$ cat src/rtl/tiny16_uart_tx.sv
// tiny16_uart_tx: byte FIFO drained by an 8N1 serial transmitter at a fixed baud rate
module tiny16_uart_tx #(
  parameter int CLK_DIV = 1250,
  parameter int FIFO_DEPTH = 4
) (
  input  logic                          CLK,
  input  logic                          RST,
  input  logic [7:0]                    DATA,
  input  logic                          WR,
  output logic                          READY,
  output logic                          TX,
  output logic                          BUSY,
  output logic [$clog2(FIFO_DEPTH):0]   COUNT
);
  localparam int AW = $clog2(FIFO_DEPTH);
  localparam logic [15:0] RELOAD = 16'(CLK_DIV - 1);
  typedef enum logic [1:0] {ST_IDLE, ST_START, ST_DATA, ST_STOP} state_t;
  state_t state, state_n;
  logic [7:0] mem [FIFO_DEPTH];
  logic [AW-1:0] wptr, rptr;
  logic [15:0] baud, baud_n;
  logic [2:0] idx, idx_n;
  logic [7:0] shift, shift_n;
  logic tx_n, tick, push, pop;
  assign READY = COUNT != (AW+1)'(FIFO_DEPTH);
  assign BUSY = state != ST_IDLE || COUNT != '0;
  assign tick = baud == '0;
  assign push = WR && READY;
  // the end of a stop bit pops directly so consecutive frames have no idle gap
  assign pop = COUNT != '0 && (state == ST_IDLE || (state == ST_STOP && tick));
  always_comb begin
    state_n = state;
    idx_n = idx;
    shift_n = shift;
    baud_n = (tick || state == ST_IDLE) ? RELOAD : baud - 16'd1;
    case (state)
      ST_IDLE:  state_n = pop ? ST_START : ST_IDLE;
      ST_START: begin
        state_n = tick ? ST_DATA : ST_START;
        idx_n = tick ? 3'd0 : idx;
      end
      ST_DATA:  begin
        shift_n = tick ? shift >> 1 : shift;
        idx_n = tick ? idx + 3'd1 : idx;
        state_n = (tick && idx == 3'd7) ? ST_STOP : ST_DATA;
      end
      ST_STOP:  state_n = tick ? (pop ? ST_START : ST_IDLE) : ST_STOP;
      default:  state_n = ST_IDLE;
    endcase
    if (pop) shift_n = mem[rptr];
    tx_n = state_n == ST_START ? 1'b0 : state_n == ST_DATA ? shift_n[0] : 1'b1;
  end
  always_ff @(posedge CLK) begin
    if (RST) begin
      state <= ST_IDLE;
      baud <= '0;
      idx <= '0;
      shift <= '0;
      TX <= 1'b1;
      wptr <= '0;
      rptr <= '0;
      COUNT <= '0;
    end else begin
      state <= state_n;
      baud <= baud_n;
      idx <= idx_n;
      shift <= shift_n;
      TX <= tx_n;
      wptr <= push ? wptr + AW'(1) : wptr;
      rptr <= pop ? rptr + AW'(1) : rptr;
      COUNT <= COUNT + (AW+1)'(push) - (AW+1)'(pop);
    end
  end
  always_ff @(posedge CLK) begin
    if (!RST && push) mem[wptr] <= DATA;
  end
endmodule

$ cat config.mk
export PLATFORM = sky130hd
export DESIGN_NAME = tiny16_uart_tx
export DESIGN_NICKNAME = d
export VERILOG_FILES = /design/src/rtl/tiny16_uart_tx.sv
export SDC_FILE = /design/constraint.sdc
export NUM_CORES = 1
export LEC_CHECK = 0
export ABC_AREA = 0
export BUFFER_PORTS_ARGS = -buffer_cell sky130_fd_sc_hd__buf_2
export CAP_MARGIN = 10
export CORE_MARGIN = 2
export CORE_UTILIZATION = 52
export CTS_CLUSTER_SIZE = 10
export DETAILED_ROUTE_END_ITERATION = 7
export PLACE_DENSITY_LB_ADDON = 0.12
export SYNTH_ARGS = -nofsm -noshare
export SYNTH_HDL_FRONTEND = slang
export SYNTH_SLANG_ARGS = --single-unit
$ cat constraint.sdc
create_clock -name CLK -period 4.18 [get_ports CLK]
set_clock_uncertainty 0.2 [all_clocks]
set_input_delay 0.627 -clock CLK [delete_from_list [all_inputs] [get_ports CLK]]
set_output_delay 0.627 -clock CLK [all_outputs]
set_load 0.01 [all_outputs]
==> Yosys cells after proc, flatten, opt, wreduce, memory -nomap -nowiden <==
Memories as Yosys holds them, arrays and structs flattened. A register that Yosys moved wholly into a read port is not among the register bits.
Cells that the tools add are included.
{ "totals": {"register_bits": 37, "ramBits": 32, "in_bits": 11, "out_inout_bits": 6, "memories": 1} }
{ "memory_table": {"columns": ["memory", "depth", "word_bits", "rd", "rd_clocked_by_memory_dff", "wr", "line_no", "text"], "rows": [
  ["mem", 4, 8, 1, 1, 1, "19", "logic [7:0] mem [FIFO_DEPTH];"]
]} }
{ "op_classes": {"addsub": 6, "eq_ne": 9, "muxes": 18, "n_reduce_logical": 19} }
{ "op_table": {"columns": ["cell", "n"], "rows": [
  ["$mux 8", 3],
  ["$logic_not 16->1", 1],
  ["$sub 16x1->16 const B", 1],
  ["$mux 11", 1],
  ["$mux 2", 4],
  ["$pmux 2 s4", 1],
  ["$reduce_bool 2->1", 4],
  ["$eq 2x2->1 const B", 3],
  ["$mux 1", 6],
  ["$mux 3", 2],
  ["$pmux 3 s2", 1],
  ["$logic_and 1x1->1", 5],
  ["$add 2x1->2 const B", 2],
  ["$eq 2x1->1 const B", 2],
  ["$ne 2x2->1 const B", 2],
  ["$add 3x1->3", 1],
  ["$add 3x1->3 const B", 1],
  ["$eq 3x3->1 const B", 1],
  ["$logic_or 1x1->1", 3],
  ["$ne 3x3->1 const B", 1],
  ["$reduce_and 3->1", 1],
  ["$reduce_bool 3->1", 1],
  ["$sub 3x1->3", 1],
  ["$logic_not 2->1", 1],
  ["3 further kinds", 3]
]} }

==> Logic depth before layout (Yosys ltp) <==
Gate-level depths: netlist (run 1).
{ "logic_depth": {"ltp_word": 10, "mapped_depth": 15, "ltp_nobuf": 13} }

==> Worst setup path before layout (run 1) <==
No wires, ideal clock.
{ "synth_path": {"kind": "flip-flop to flip-flop", "startpoint": "reg baud[0]", "endpoint": "reg COUNT[2]", "t_arrival_ns": 2.752, "required_ns": 3.852, "setup_slack_ns": 1.101, "stages_incl_launch_ff": 16, "n_path_buf": 2, "synth_period_minus_slack_ns": 3.079, "path_cell_list": "dfxtp_1 > inv_1 > ha_1 > nor4b_2 > and4_1 > buf_4 > a31oi_4 > buf_2 > inv_1 > ha_1 > inv_1 > ha_1 > fa_1 > xnor2_1 > xnor2_1 > nor2_1"} }
{ "synth_via": {"elab_chain_len": 5} }
{ "synth_rtl": {"columns": ["element", "line_no", "text"], "rows": [
  ["start: declaration", "21", "logic [15:0] baud, baud_n;"],
  ["start signal: assignment", "65", "baud <= baud_n;"],
  ["$logic_not 16->1", "27", "assign tick = baud == '0;"],
  ["$logic_and 1x1->1", "30", "assign pop = COUNT != '0 && (state == ST_IDLE || (state == ST_STOP && tick));"],
  ["$logic_or 1x1->1", "30", null],
  ["$logic_and 1x1->1", "30", null],
  ["via pop", "24", "logic tx_n, tick, push, pop;"],
  ["$sub 3x1->3", "71", "COUNT <= COUNT + (AW+1)'(push) - (AW+1)'(pop);"],
  ["end signal: assignment", "71", null],
  ["end: declaration", "13", "output logic [$clog2(FIFO_DEPTH):0] COUNT"]
]} }
The timed path passes the listed nets, and every way through them passes these cells.
A chain may end at the register's enable or synchronous reset.

==> Worst setup path after layout (run 1) <==
Same ends and word-level chain as after synthesis.

==> flow_metrics.py, run 1 <==
metrics = {
    "clock_tree": {
        "clock-sinks": 71,
        "clk_root_buffer_cell": "clkbuf_8",
        "cts_tree": "built",
        "cts_setup_buffers": 0,
        "insertion_delay_ns": 0.35,
        "cts_hold_buf": 0,
        "clk_pin_slew_ns": 0.08,
        "ctsResizeCount": 0,
        "cts_buffer_depth": 2,
        "cts_buffers": 9,
        "htree_levels": 3,
    },
    "floorplan": {
        "rows": 27,
        "die_area_um2": 6530,
        "initial_core_util_pct": 54.7,
        "ioPinCount": 17,
        "fp.dieH_um": 80.8,
        "die_x_um": 80.8,
        "core-area_um2": 5610,
    },
    "outcome": {
        "status": "finished clean",
    },
    "timing": {
        "fin_tns_setup_ns": 0,
        "slew_headroom_pct": 60.6,
        "rsz0062_at_grt": "no",
        "tightest_slew_ns": 0.589,
        "maxSlewViolCount": 0,
        "min_period_over_period_pct": 76.5,
        "whs_ns": 0.276,
        "finalHoldViolCount": 0,
        "finalSetupViolCount": 0,
        "clock.fmax_mhz": 313,
        "fin_crit_ns": 3.20,
    },
    "power_and_ir_drop": {
        "p_leak_uw": 0.00119,
        "vdd_ir_drop_max_mv": 0.371,
        "total_power_uw": 2100,
        "p_per_area_nw_per_um2": 618,
    },
    "detailed_routing": {
        "antenna_left": 0,
        "viasPerCell": 5.36,
        "dr.pass1.iters": 5,
        "avgRoutedWirePerCell_um": 14.4,
        "vias": 1880,
        "drc": 0,
        "drt_iter0_markers": 68,
        "routed_wl_um": 5040,
    },
    "setup_path": {
        "crit_type": "flip-flop to flip-flop",
        "cp-end-kind": "flip-flop",
        "worstPathRequired_ns": 4.20,
        "startpoint_type": "flip-flop",
        "slowest_stage": "a31oi_4",
        "slowest_delay_ns": 0.47,
        "crit_chain": "inv_1 > ha_1 > nor4b_2 > and4_1 > a31oi_4 > inv_1 > ha_1 > inv_1 > ha_1 > fa_1 > xnor2_1 > xnor2_1 > nor2_1",
        "crit_arrival_ns": 3.22,
        "cp_max_fo": 19,
    },
    "placement": {
        "detailed_place_hpwl_um": 3260,
        "dp_cells": 335,
        "place.gp.congestion": 0.807,
        "portBuffers": 16,
    },
    "global_routing": {
        "grtUsageTotal_pct": 18.2,
        "use_met3_pct": 4.56,
        "grt_max_degree": 30,
        "antenna_found_initial": 0,
        "use_met1_pct": 22.9,
        "grt_pass1_wl_um": 8710,
        "grt_overflow": 0,
        "grt_pass1_vias": 1795,
        "met2_usage_pct": 28.8,
        "grt.busiest_layer": "met2",
    },
    "yosys": {
        "ys_seq_elements": 71,
        "yosysWarnings": 0,
        "synth_nets": 279,
        "synth-async-reset-ratio_pct": 0,
        "avgSynthCellArea_um2": 11.9,
        "yosys-top-cells-count": "dfxtp_1 (39), edfxtp_1 (32), nor2_1 (31)",
        "postSynthCellCount": 257,
        "synth_edf_count": 32,
        "synth.distinct_cells": 42,
        "yosysMostFrequentCell": "dfxtp_1",
        "seq_area_frac_synth_pct": 56.7,
        "ys.flop_type": "dfxtp_1",
        "yosysTopAreaCell": "edfxtp_1",
        "synth_largest_type_area_fraction_pct": 31.3,
        "synth_area_um2": 3070,
        "synthTopCellsByArea": "edfxtp_1 (31%), dfxtp_1 (25%), mux4_2 (5.9%), ha_1 (4.1%), nor2_1 (3.8%)",
    },
    "final_layout": {
        "diodes": 0,
        "regArea_um2": 1740,
        "drive_gt1_share_pct": 16.5,
        "final_cells": 351,
        "synthToLayoutAreaGrowth_pct": 11.0,
        "multi_input_area_um2": 1240,
        "n_fill_cell": 464,
        "fin_nets": 296,
    },
    "flow_run": {
        "cap_viol_max_count": 0,
    },
    "hold_path": {
        "min_path_type": "flip-flop to flip-flop",
    },
}
-- power breakdown --
part / switching, uW / internal [uW] / total (uW)
Clock: 252 / 332 / 584
Combinational: 293 / 272 / 565
Sequential: 114 / 841 / 956
Total: 659 / 1450 / 2100
-- metrics by stage --
step	setup WS, ns	instance area (um2)	utilization, %
CTS	0.960	3410	60.7
floorplan	1.10	3070	-
detailed placement	0.972	3200	57.0
global route	0.710	3410	60.7
finish	0.983	3410	60.7
global placement	1.05	3200	57.0
-- cells in the final DEF (no fill, tap or decap), drive strengths merged, types with 2 or more instances in the layout --
master,n
nor3,6
edfxtp,32
buf,16
nand2,18
nor2,32
nand2b,3
clkinv,4
inv,12
a22oi,3
nor2b,4
o21ai,7
mux4,8
a211oi,5
bufinv,2
nor4,4
xor2,4
nor3b,3
mux2i,5
dfxtp,39
nand3b,3
a21oi,17
or4,2
o31ai,2
and2,5
nand3,2
xnor2,12
ha,10
clkbuf,9
-- kinds of logic (layout without fill, tap and decap cells) --
logic type / Yosys count / count (layout) / share of synthesized area (%)
buffers and inverters: 21 / 43 / 2.77
xor gates and xnor gates: 16 / 16 / 4.57
and+or+nand+nor: 86 / 86 / 15.5
adders and majority gates: 11 / 11 / 4.73
AOI/OAI and AO/OA: 39 / 39 / 8.15
DFF: 71 / 71 / 56.7
muxes: 13 / 13 / 7.50
-- worst paths after layout --
kind,from,cells past startpoint,end,slack [ns]
max reg2reg,baud[0],13,COUNT[2],0.98
min,shift[2],2,shift[1],0.28
max,baud[0],13,COUNT[2],0.98
min reg2reg,shift[2],2,shift[1],0.28
-- final cells by class --
class | instances | share of cell area, %
clock buffers | 9 | 3.64
well taps | 72 | 2.65
multi-input cells | 165 | 36.5
clock inverters | 7 | 2.53
flip-flops and latches | 71 | 51.1
repair buffers | 16 | 2.35
inverters | 11 | 1.21
-- state kept, by name (all words and copies together) (netlist names), named ones only --
name   count
rptr       2
wptr       2
TX         1
state      2
mem       32
idx        3
baud      16
shift      8
COUNT      3
-- critical path: cells and delay by family (launching register included) --
kind                       cells  cell delay, ns
AOI/OAI and AO/OA              1            0.47
xor gates and xnor gates       2            0.30
adders and majority gates      4            1.03
buffers and inverters          3            0.21
DFF                            1            0.37
and+or+nand+nor                3            0.49
-- routing by layer --
layer	vias up	share of wire, %
met4	0	2.6
met5	-	0
li1	953	-
met1	886	46
met2	30	48
met3	11	3.1
No activity file was read; power rests on OpenSTA's default activity.
==> run 2: changes to the inputs <==
Clock period 4.18 ns to 3.2 ns, I/O delays scaled along.
==> flow_metrics.py, run 2 (synthesized netlist as in run 1, its figures left out) <==
metrics = {
    "setup_path": {
        "cp_max_fo": 7,
        "cp-end-kind": "flip-flop",
        "slowest_delay_ns": 0.37,
        "reg2reg_setup_slack_ns": 0.33,
        "critPathTopFamily": "adder cells",
        "crit_arrival_ns": 2.89,
        "startpoint_type": "flip-flop",
        "worstPathRequired_ns": 3.21,
        "slowest_stage": "dfxtp_1",
        "crit_chain": "inv_1 > ha_1 > nor4b_2 > and4_1 > a31oi_4 > inv_1 > ha_1 > inv_1 > ha_1 > fa_1 > xnor2_1 > xnor2_1 > nor2_1",
        "crit_type": "flip-flop to flip-flop",
        "path_buf_inv": 3,
    },
    "global_routing": {
        "grt_pass1_vias": 1783,
        "use_met3_pct": 4.11,
        "grt_overflow": 0,
        "met2_usage_pct": 26.5,
        "grtUsageTotal_pct": 17.1,
        "grt_pass1_wl_um": 8340,
        "grt_max_degree": 30,
        "grt.busiest_layer": "met2",
        "use_met1_pct": 22.0,
        "antenna_found_initial": 0,
    },
    "timing": {
        "tightest_slew_ns": 0.564,
        "min_period_over_period_pct": 89.8,
        "rsz0062_at_grt": "no",
        "finalHoldViolCount": 0,
        "slew_headroom_pct": 62.4,
        "clock.fmax_mhz": 348,
        "maxSlewViolCount": 0,
        "fin_crit_ns": 2.87,
        "finalSetupViolCount": 0,
        "whs_ns": 0.146,
        "fin_tns_setup_ns": 0,
    },
    "placement": {
        "place.gp.congestion": 0.735,
        "detailed_place_hpwl_um": 3240,
        "portBuffers": 16,
    },
    "floorplan": {
        "rows": 27,
        "core-area_um2": 5610,
        "die_area_um2": 6530,
        "fp.dieH_um": 80.8,
        "die_x_um": 80.8,
        "ioPinCount": 17,
        "initial_core_util_pct": 54.7,
    },
    "power_and_ir_drop": {
        "p_clk_share_pct": 25.4,
        "vdd_ir_drop_max_mv": 0.449,
        "sw_frac_of_total_pct": 31.7,
        "seqPwrFrac_pct": 45.6,
        "p_per_area_nw_per_um2": 786,
        "p_sw_uw": 849,
        "p_leak_uw": 0.00120,
        "internal-power_uw": 1830,
        "p_comb_share_pct": 28.9,
    },
    "final_layout": {
        "fin_nets": 299,
        "diodes": 0,
        "largest_register_ffs": 32,
        "n_fill_cell": 472,
        "drive_gt1_share_pct": 17.4,
        "synthToLayoutAreaGrowth_pct": 11.0,
        "final_cell_mix": "dfxtp_1 (39), edfxtp_1 (32), nor2_1 (31), nand2_1 (18), a21oi_1 (17)",
        "top_register": "mem",
        "reg_top3": "mem (32), baud (16), shift (8)",
        "final_common_cell": "dfxtp_1",
    },
    "clock_tree": {
        "clk_pin_slew_ns": 0.08,
        "cts_hold_buf": 0,
        "insertion_delay_ns": 0.34,
        "htree_levels": 3,
        "ctsResizeCount": 0,
        "clk_root_buffer_cell": "clkbuf_8",
        "cts_tree": "built",
        "cts_buffers": 9,
        "clock-sinks": 71,
        "cts_buffer_depth": 2,
        "cts_setup_buffers": 0,
    },
    "detailed_routing": {
        "drt_iter0_markers": 75,
        "drc": 0,
        "vias": 1869,
        "avgRoutedWirePerCell_um": 13.6,
        "routed_wl_um": 4830,
        "dr.pass1.iters": 4,
        "viasPerCell": 5.28,
        "antenna_left": 0,
    },
    "flow_run": {
        "cap_viol_max_count": 0,
    },
    "outcome": {
        "status": "finished clean",
    },
    "hold_path": {
        "min_path_type": "input port to flip-flop",
    },
}
## run 2: changes by cell type in the layout (fill, tap and decap cells not counted)
cell and delta:
bufinv_16 -1, clkbuf_1 +1, inv_6 -1, clkinv_4 +2
buf_4 +3, clkinv_1 -1
## run 2: through the flow
step	worst slack, ns	total power (uW)	cells	utilization, %	instance area, um2
3_3_place_gp	0.379	2020	338	57.4	3220
4_1_cts	0.315	2710	354	60.8	3410
3_5_place_dp	0.348	2020	338	57.4	3220
5_1_grt	0.125	2870	354	60.8	3410
6_report	0.327	2680	354	60.8	3410
2_1_floorplan	0.121	1850	257	-	3070
## run 2: path summary, 6_finish.rpt
kind                start         to  cells after the start
setup / recovery  baud[0]   COUNT[2]                     13
hold / removal    DATA[6]  mem[1][6]                      1
setup reg to reg  baud[0]   COUNT[2]                     13
hold reg to reg   baud[0]    baud[0]                      1
## run 2: routing by layer
layer	up-vias	wire [um]	part of all wire (%)
met5	-	0	0
met4	0	120	2.5
met3	12	162	3.4
met2	25	2240	46
met1	871	2310	48
li1	961	-	-
## run 2: layout make-up
cell class / instances / area [um2] / area share (%)
timing repair buffer: 19 / 103 / 3.01
clock inverter: 6 / 61.3 / 1.80
multi-input combinational: 165 / 1240 / 36.5
inverter: 11 / 41.3 / 1.21
clock buffer: 10 / 128 / 3.75
tap: 72 / 90.1 / 2.64
sequential: 71 / 1740 / 51.1
## run 2: worst register-to-register path, cell delays in order, from the launching register on
cell and delay, ns:
dfxtp_1 0.37, inv_1 0.08, ha_1 0.19, nor4b_2 0.16, and4_1 0.28, a31oi_4 0.20
inv_1 0.06, ha_1 0.26, inv_1 0.04, ha_1 0.18, fa_1 0.37, xnor2_1 0.18
xnor2_1 0.14, nor2_1 0.05
## run 2: power groups by stage
stage / registers (uW) / logic [uW] / clock network (uW)
4_1_cts: 1230 / 787 / 695
3_5_place_dp: 1250 / 777 / 0
2_1_floorplan: 1210 / 635 / 0
5_1_grt: 1250 / 881 / 742
6_report: 1220 / 775 / 680
3_3_place_gp: 1240 / 776 / 0
==> run 3: changes to the inputs <==
Settings changed: CORE_MARGIN 2 to default.
Clock period 3.2 ns to 3.3 ns, I/O delays scaled along.
==> flow_metrics.py, run 3 (synthesized netlist as in run 1, its figures left out) <==
metrics = {
    "outcome": {
        "status": "finished clean",
    },
    "global_routing": {
        "met2_usage_pct": 29.0,
        "grtUsageTotal_pct": 18.0,
        "antenna_found_initial": 0,
        "grt.busiest_layer": "met2",
        "grt_max_degree": 30,
        "use_met3_pct": 5.98,
        "grt_overflow": 0,
        "grt_pass1_vias": 1811,
        "use_met1_pct": 21.8,
        "grt_pass1_wl_um": 8300,
    },
    "timing": {
        "fin_crit_ns": 2.88,
        "fin_tns_setup_ns": 0,
        "rsz0062_at_grt": "no",
        "finalSetupViolCount": 0,
        "whs_ns": 0.162,
        "finalHoldViolCount": 0,
        "slew_headroom_pct": 63.3,
        "maxSlewViolCount": 0,
        "clock.fmax_mhz": 348,
        "min_period_over_period_pct": 87.2,
        "tightest_slew_ns": 0.550,
    },
    "clock_tree": {
        "insertion_delay_ns": 0.34,
        "clk_pin_slew_ns": 0.07,
        "ctsResizeCount": 0,
        "cts_setup_buffers": 0,
        "clock-sinks": 71,
        "cts_hold_buf": 0,
        "cts_buffer_depth": 2,
        "htree_levels": 3,
        "cts_tree": "built",
        "clk_root_buffer_cell": "clkbuf_8",
        "cts_buffers": 9,
    },
    "final_layout": {
        "top_register": "mem",
        "synthToLayoutAreaGrowth_pct": 11.2,
        "largest_register_ffs": 32,
        "drive_gt1_share_pct": 17.4,
        "fin_nets": 299,
        "final_cell_mix": "dfxtp_1 (39), edfxtp_1 (32), nor2_1 (31), nand2_1 (18), a21oi_1 (17)",
        "diodes": 0,
        "reg_top3": "mem (32), baud (16), shift (8)",
        "final_common_cell": "dfxtp_1",
        "n_fill_cell": 472,
    },
    "detailed_routing": {
        "viasPerCell": 5.27,
        "avgRoutedWirePerCell_um": 13.4,
        "drt_iter0_markers": 56,
        "vias": 1865,
        "drc": 0,
        "routed_wl_um": 4740,
        "antenna_left": 0,
        "dr.pass1.iters": 4,
    },
    "setup_path": {
        "rr_worst_depth": 13,
        "worstPathRequired_ns": 3.31,
        "slowest_delay_ns": 0.38,
        "startpoint_type": "flip-flop",
        "crit_type": "flip-flop to flip-flop",
        "path_buf_inv": 3,
        "slowest_stage": "fa_1",
        "crit_arrival_ns": 2.89,
        "cp.depth": 13,
        "cp_max_fo": 7,
        "critPathTopFamily": "adder cells",
        "crit_chain": "inv_1 > ha_1 > nor4b_2 > and4_1 > a31oi_4 > inv_1 > ha_1 > inv_1 > ha_1 > fa_1 > xnor2_1 > xnor2_1 > nor2_1",
        "cp-end-kind": "flip-flop",
    },
    "hold_path": {
        "min_path_cells": 1,
        "min_path_type": "input port to flip-flop",
    },
    "placement": {
        "portBuffers": 16,
        "place.gp.congestion": 0.721,
        "detailed_place_hpwl_um": 3310,
    },
    "floorplan": {
        "fp.dieH_um": 78.8,
        "initial_core_util_pct": 54.7,
        "ioPinCount": 17,
        "die_x_um": 78.8,
        "rows": 27,
        "die_area_um2": 6210,
        "core-area_um2": 5610,
    },
    "power_and_ir_drop": {
        "p_leak_uw": 0.00119,
        "vdd_ir_drop_max_mv": 0.415,
        "p_per_area_nw_per_um2": 765,
    },
    "flow_run": {
        "cap_viol_max_count": 0,
    },
}
==> run 3: routing by layer <==
layer / part of all wire (%) / vias to the layer above
met1: 46 / 873
li1: - / 962
met5: 0 / -
met4: 1.8 / 0
met2: 49 / 23
met3: 3.2 / 7
==> run 3: final cells by class <==
class | instances | area, um2 | share of cell area [%]
repair buffers | 19 | 103 | 3.01
inverters | 11 | 41.3 | 1.21
clock buffers | 9 | 124 | 3.63
clock inverters | 7 | 71.3 | 2.09
well taps | 72 | 90.1 | 2.64
multi-input cells | 165 | 1240 | 36.4
flip-flops and latches | 71 | 1740 | 51.0
==> run 3: path summary, 6_finish.rpt <==
kind,from,endpoint,slack [ns]
min,DATA[1],mem[0][1],0.16
min reg2reg,baud[0],baud[0],0.29
max reg2reg,baud[0],COUNT[2],0.42
max,baud[0],COUNT[2],0.42
==> run 3: metrics by stage <==
step,setup slack (ns),area [um2],std cells,power [uW],utilization [%]
after detailed placement,0.422,3220,338,1970,57.4
after global routing,0.254,3410,354,2800,60.9
after floorplan,0.221,3070,257,1790,-
after global placement,0.486,3220,338,1960,57.4
after CTS,0.398,3410,354,2650,60.9
final,0.423,3410,354,2610,60.9
==> run 3: power breakdown <==
part / switching, uW / internal [uW] / total [uW] / leakage (uW)
Sequential: 118 / 1070 / 1180 / 0.000611
Combinational: 393 / 362 / 755 / 0.000488
Clock: 322 / 350 / 672 / 0.0000953
Total: 833 / 1780 / 2610 / 0.00119
